<file path="config.mk">
export PLATFORM = sky130hd
export DESIGN_NAME = vga_dash_line_gen
export DESIGN_NICKNAME = d
export VERILOG_FILES = /design/src/rtl/vga_dash_line_gen.sv
export SDC_FILE = /design/constraint.sdc
export NUM_CORES = 1
export LEC_CHECK = 0
export BUFFER_PORTS_ARGS = -buffer_cell sky130_fd_sc_hd__buf_4
export CAP_MARGIN = 0
export CORE_MARGIN = 8
export CORE_UTILIZATION = 45
export DETAILED_ROUTE_END_ITERATION = 10
export PLACE_DENSITY_LB_ADDON = 0.2
export SLEW_MARGIN = 40
export SYNTH_ARGS = -nofsm -noshare
export SYNTH_HDL_FRONTEND = slang
export SYNTH_SLANG_ARGS = --single-unit
</file>
<file path="constraint.sdc">
create_clock -name i_CLK -period 11 [get_ports i_CLK]
set_clock_uncertainty 0.05 [all_clocks]
set_input_delay 0.55 -clock i_CLK [delete_from_list [all_inputs] [get_ports i_CLK]]
set_output_delay 0.55 -clock i_CLK [all_outputs]
set_load 0.02 [all_outputs]
</file>
<file path="src/rtl/vga_dash_line_gen.sv">
// Dashed vertical/horizontal line overlay composited onto the VGA pixel stream.
// One registered stage: RGB and syncs leave exactly one cycle after they arrive.
module vga_dash_line_gen #(
  parameter int         H_ACTIVE    = 640,
  parameter int         V_ACTIVE    = 480,
  parameter int         ORIENT      = 0,
  parameter int         LINE_POS    = 319,
  parameter int         LINE_THICK  = 2,
  parameter int         DASH_LEN    = 5,
  parameter int         GAP_LEN     = 5,
  parameter int         SCROLL_STEP = 1,
  parameter logic [8:0] FG_COLOR    = 9'h1FF
) (
  input  logic       i_CLK,
  input  logic       i_RST_N,
  input  logic       i_enable,
  input  logic       i_scroll_en,
  input  logic       i_hSync,
  input  logic       i_vSync,
  input  logic [9:0] i_display_x_pos,
  input  logic [9:0] i_display_y_pos,
  input  logic [2:0] i_red,
  input  logic [2:0] i_green,
  input  logic [2:0] i_blue,
  output logic [2:0] o_red,
  output logic [2:0] o_green,
  output logic [2:0] o_blue,
  output logic       o_hSync,
  output logic       o_vSync
);

  localparam int P     = DASH_LEN + GAP_LEN;
  localparam int OFF_W = $clog2(P);

  logic [OFF_W-1:0] r_offset;
  logic [9:0]       r_prev_y;

  logic [9:0]       w_a;
  logic [9:0]       w_c;
  logic [10:0]      w_sum;
  logic [10:0]      w_phase;
  logic             w_dash_on;
  logic             w_on_line;
  logic             w_active;
  logic             w_frame_edge;
  logic [OFF_W:0]   w_off_sum;
  logic [OFF_W-1:0] w_off_next;
  logic [8:0]       w_pix;

  always_comb begin
    w_a          = i_display_y_pos;
    w_c          = i_display_x_pos;
    w_sum        = 11'd0;
    w_phase      = 11'd0;
    w_dash_on    = 1'b0;
    w_on_line    = 1'b0;
    w_active     = 1'b0;
    w_frame_edge = 1'b0;
    w_off_sum    = '0;
    w_off_next   = r_offset;
    w_pix        = {i_red, i_green, i_blue};

    if (ORIENT != 0) begin
      w_a = i_display_x_pos;
      w_c = i_display_y_pos;
    end else begin
      w_a = i_display_y_pos;
      w_c = i_display_x_pos;
    end

    // Divider by a small constant period keeps the dash phase exact at every pixel.
    w_sum     = {1'b0, w_a} + 11'(r_offset);
    w_phase   = w_sum % 11'(P);
    w_dash_on = (w_phase < 11'(DASH_LEN));
    w_on_line = ({1'b0, w_c} >= 11'(LINE_POS)) &&
                ({1'b0, w_c} <  11'(LINE_POS + LINE_THICK));
    w_active  = ({1'b0, i_display_x_pos} < 11'(H_ACTIVE)) &&
                ({1'b0, i_display_y_pos} < 11'(V_ACTIVE));

    w_frame_edge = (r_prev_y == 10'(V_ACTIVE - 1)) &&
                   (i_display_y_pos == 10'(V_ACTIVE));

    w_off_sum = (OFF_W+1)'(r_offset) + (OFF_W+1)'(SCROLL_STEP);
    if (w_off_sum >= (OFF_W+1)'(P)) begin
      w_off_next = OFF_W'(w_off_sum - (OFF_W+1)'(P));
    end else begin
      w_off_next = OFF_W'(w_off_sum);
    end

    if (!w_active) begin
      w_pix = 9'h000;
    end else if (i_enable && w_on_line && w_dash_on) begin
      w_pix = FG_COLOR;
    end else begin
      w_pix = {i_red, i_green, i_blue};
    end
  end

  // Offset only moves at the bottom-of-frame transition, so it is stable across the active area.
  always_ff @(posedge i_CLK) begin
    if (!i_RST_N) begin
      o_red    <= 3'd0;
      o_green  <= 3'd0;
      o_blue   <= 3'd0;
      o_hSync  <= 1'b1;
      o_vSync  <= 1'b1;
      r_offset <= '0;
      r_prev_y <= 10'd0;
    end else begin
      {o_red, o_green, o_blue} <= w_pix;
      o_hSync  <= i_hSync;
      o_vSync  <= i_vSync;
      r_prev_y <= i_display_y_pos;
      if (w_frame_edge && i_scroll_en) begin
        r_offset <= w_off_next;
      end else begin
        r_offset <= r_offset;
      end
    end
  end

endmodule

</file>
=== After elaboration in Yosys (flattened, before gate mapping) ===
Index checks and enable logic that the tools add are counted.

* Register bits after elaboration: 25
* Input bits: 35
* Word-level logic and storage cells: 28

* Mux-type cells: 2
* Reductions and logical operators: 7
* Equality and inequality tests: 2
* Div/mod/pow operators: 1
* Order comparisons: 6
* $add $sub $neg: 3

{| class="wikitable"
|+ Operators with widths
! kind !! count
|-
| == test 10 x 9 -> 1 bit (second input constant) || 2
|-
| < comparator 10 x 9 -> 1 bit (second input constant) || 2
|-
| adder 10 x 4 -> 11 bit || 1
|-
| < comparator 11 x 3 -> 1 bit (second input constant) || 1
|-
| remainder unit 11 x 4 -> 11 bit (second input constant) || 1
|-
| greater-or-equal comparator 10 x 9 -> 1 bit (second input constant) || 1
|-
| < comparator 10 bit (second input constant) || 1
|-
| two-way mux 9 bit || 1
|-
| logical AND 1 bit || 6
|-
| adder 4 x 1 -> 5 bit (second input constant) || 1
|-
| greater-or-equal comparator 5 x 4 -> 1 bit (second input constant) || 1
|-
| two-way mux 4 bit || 1
|-
| subtractor 4 bit (second input constant) || 1
|-
| AND reduction 2 bit || 1
|}

=== Longest topological paths before layout ===
* Depth after elaboration: 5
* Mapped depth: 23
* Mapped depth without buffers: 21

=== Least setup slack after synthesis ===
Ideal clock, no wire load.

* Kind: input to register
* From: input i_display_y_pos[0]
* To: register o_red[1]
* Cell stages on the path: 22
* Setup slack: 5.550 ns
* Path buffers: 2
* Data arrival time: 5.335 ns
* Setup time: 0.066 ns
* Path through: ha_1 > fa_1 > buf_2 > a211o_1 > o21ai_2 > nand4_2 > a2111oi_2 > a31oi_2 > and2_1 > a2111oi_4 > nor2_2 > buf_4 > or3_1 > a32oi_1 > nor2_1 > ha_1 > a2111oi_0 > or4_1 > o2111ai_1 > a2111oi_4 > nand3_2 > nand3_1

* Longest elaborated chain between the ends: 5
* Elaborated cells between the ends (all ways): 8

{| class="wikitable"
|+ RTL lines
! item !! RTL line !! text
|-
| from (decl) || 21 || <nowiki>input logic [9:0] i_display_y_pos,</nowiki>
|-
| adder 10 x 4 -> 11 bit || 72 || <nowiki>w_sum = {1'b0, w_a} + 11'(r_offset);</nowiki>
|-
| remainder unit 11 x 4 -> 11 bit || 73 || <nowiki>w_phase = w_sum % 11'(P);</nowiki>
|-
| < comparator 11 x 3 -> 1 bit || 74 || <nowiki>w_dash_on = (w_phase < 11'(DASH_LEN));</nowiki>
|-
| logical AND 1 bit || 92 || <nowiki>end else if (i_enable && w_on_line && w_dash_on) begin</nowiki>
|-
| two-way mux 9 bit || 92 ||
|-
| to (signal assigned) || 110 || <nowiki>{o_red, o_green, o_blue} <= w_pix;</nowiki>
|-
| to (decl) || 25 || <nowiki>output logic [2:0] o_red,</nowiki>
|}

Parallel ways exist; a longest one is shown, timed or not.
A chain may end at the register's enable or synchronous reset.

=== Worst setup path in the final report ===
* From: input i_display_y_pos[0]
* To: register o_red[2]

The elaborated chain is that of the path after synthesis.

==> impl_results.md <==
* CP endpoint kind: register
* Sequential Power Share at 38.6%
* Largest net degree at the start of global routing at 20
* Post-DP HPWL at 5.79 mm
* FP Rows at 28
* Post-cts resize count at 0
* CTS sink cnt at 25
* Number of max-cap violations at 0
* Final instance area at 3120 µm²
* DP Area at 3070 µm²
* Total CTS buffers at 3
* CP Launch Type: input port
* Max IR drop VDD at 0.0792 mV
* Leading cell type in the layout, fill and taps excluded: buf_4
* First-pass GRT wire length at between 10 and 15 mm
* Power Density at 78.5 nW/µm²
* Post-place setup slack at 4780 ps
* Via density per instance at 6.19
* Final period utilization at 55.3%
* Most frequent cells in the layout: buf_4 (46), nand2_1 (34), nand3_1 (25), dfxtp_1 (25)
* Total gr overflow at 0
* Nets at 413
* Die Y at ~94 µm
* Kind of critical path: input port to register
* Max Slew Vio Count at 0
* Clock period minus worst slack at 6080 ps
* Core area at 5920 µm²
* Post-CTS Setup Bufs at 0
* Final WL at 7.42 mm
* Net Sw Frac at 35.3%
* Largest family of logic cells by synthesized area: compound AO/OA/AOI/OAI gates
* Slew at the pin closest to its max-slew limit at 549 ps
* R2r worst-path depth at 20
* IO Port Bufs at 45
* Clock share of power at 21.3%
* Cell Area, Synth at 2760 µm²
* Ys async rst share at 0%
* Vias in the first global route at 2,355
* Worst-path clk slew at 90 ps
* Die area at about 9000 µm²
* XOR/XNOR Fraction of Synth Area at approximately 4.4%
* CTS root buffer: clkbuf_8
* Fmax at 165 MHz
* Area Overhead vs Synth at 13.4%
* # setup viols final at 0
* Mapped Nets at 385
* Wire per inst at 16.8 µm
* Number of synthesized flops with an enable pin at 0
* Netlist cell types at 82
* Post-synthesis mux area share at 0.727%
* DRC at 0
* Worst Path Required at 11,150 ps
* RSZ-0062 raised after global routing: false
* Final Hold Fails at 0
* Antenna Cells at 0
* Horiz. Die Dim at roughly 94 µm
* Post-Synth Simple-Gate Area at 29.5%
* DR vias at 2,738
* Crit Path Max Fanout at 13
* Gpl congestion at 0.967
* Type of the tightest min-delay check: input port to register
* Comb power frac at around 40%
* Leak at 1.28 nW
* Outcome: completed
* # hold bufs at CTS at 0
* Syn Inst Count at 340
* Clk_lat worst skew at 260 ps
* Clock Path Buffers at 2
* Initial Util at 46.5%
* Initial drt markers at 167
* PnR worst setup slack at 4920 ps
* Share of layout cells above drive strength 1 at 24.3%
* Seq/Total Area, Yosys at 18.2%
* Yosys Warn Count at 0
* H-Tree Depth at 1
* Data arrival, critical path at 6220 ps
* Int Power at approximately 0.00016 W
* TNS Setup at 0 ps
* Synth Area in Compound Gates at between 30 and 40%
* Synthesized flop and latch total at 25
* Slew headroom at 63.0%
* Overall routing resource usage at roughly 16%
* Total power at roughly 0.00025 W
* Non-Filler Instances at 442
* I/O pin count at 46
* Antenna Nets Post-Route at 0
* Min-Delay Path Depth at 2
* Post-Synth Adder-Cell Area at 4.81%
* Dpl cells at 438
* DR pass1 iterations at 4
* Psw at 0.0000865 W
* Initial antenna violation count at 0
* Mean Syn Cell Area at a little over 8 µm²
* CTS tree: yes
* Synth Flop Type: dfxtp_1
==> registers in the layout, indices dropped and copies added, names as in the netlist <==
name      cells
o_vSync       1
o_red         3
o_blue        3
o_hSync       1
r_prev_y     10
r_offset      4
o_green       3
==> critical path, stage by stage <==
cell and delay (ps):
buf_4 120, ha_1 240, fa_1 530, a211oi_4 390, nor2_2 150, xnor2_2 320, o21ai_0 300, a2111o_1 550
a31oi_2 280, a2111oi_4 70, nor2_2 420, nand3_1 200, a32oi_1 280, nor2_1 100, ha_1 270, a2111oi_0 420
or4_1 170, o2111ai_1 140, a2111oi_4 330, nand3_2 230, nand3_1 140
==> final timing paths <==
check / end / startpoint / slack [ps]
worst max-delay path: o_red[2] / i_display_y_pos[0] / 4920
worst min-delay path: o_hSync / i_hSync / 420
worst max register to register: o_red[2] / r_offset[0] / 4940
worst min register to register: r_offset[2] / r_offset[2] / 610
==> power groups by stage <==
stage / Combinational (W) / Clock, W / Sequential [W]
2_1_floorplan: 0.0000713 / 0 / 0.0000986
3_3_place_gp: 0.0000962 / 0 / 0.0000969
3_5_place_dp: 0.0000971 / 0 / 0.0000969
4_1_cts: 0.0000974 / 0.0000530 / 0.0000947
5_1_grt: 0.000107 / 0.0000576 / 0.0000951
6_report: 0.0000982 / 0.0000522 / 0.0000947
==> synth_stat cells, drive strengths merged, types with 8 or more instances <==
cell type   n  area, µm²
and2       18        113
a31oi       8       68.8
dfxtp      25        500
o21ai      12       63.8
clkbuf      8       30.0
nor2       19       86.3
ha          9        113
nand3      26        135
xnor2       9       86.3
a2111oi     8        159
buf        15       93.8
nand2      35        134
o211ai      9       82.6
nor3       10       50.1
a21oi      20        108
==> layer usage <==
metal	GRT usage [%]	share of wire (%)	vias up	wire length (µm)
met2	25.3	45	87	3320
met4	3.57	1.4	0	103
met5	0	0	-	0
li1	-	-	1367	-
met3	2.40	6.7	9	499
met1	22.3	47	1275	3500
==> metrics by stage <==
stage	util, %	hold slack (ps)
final	52.8	421
after global routing	52.8	414
after CTS	52.6	421
after detailed placement	51.9	601
after global placement	51.9	593
after floorplan	-	541
==> cell type report <==
type | count | area [µm²]
Fill cell | 574 | 2800
Multi-Input combinational cell | 285 | 2110
Sequential cell | 25 | 500
Timing Repair Buffer | 46 | 345
Tap cell | 75 | 93.8
Clock buffer | 3 | 41.3
Inverter | 7 | 26.3
Clock inverter | 1 | 5.00
==> logic make-up after synthesis <==
| family | after synthesis |
|---|---|
| AO/OA/AOI/OAI | 112 |
| XOR/XNOR | 13 |
| adder cells (fa/ha/maj) | 10 |
| buffers and inverters | 30 |
| flip-flops | 25 |
| multiplexers | 2 |
| AND/OR/NAND/NOR | 148 |
(Power assumes the default switching activity.)
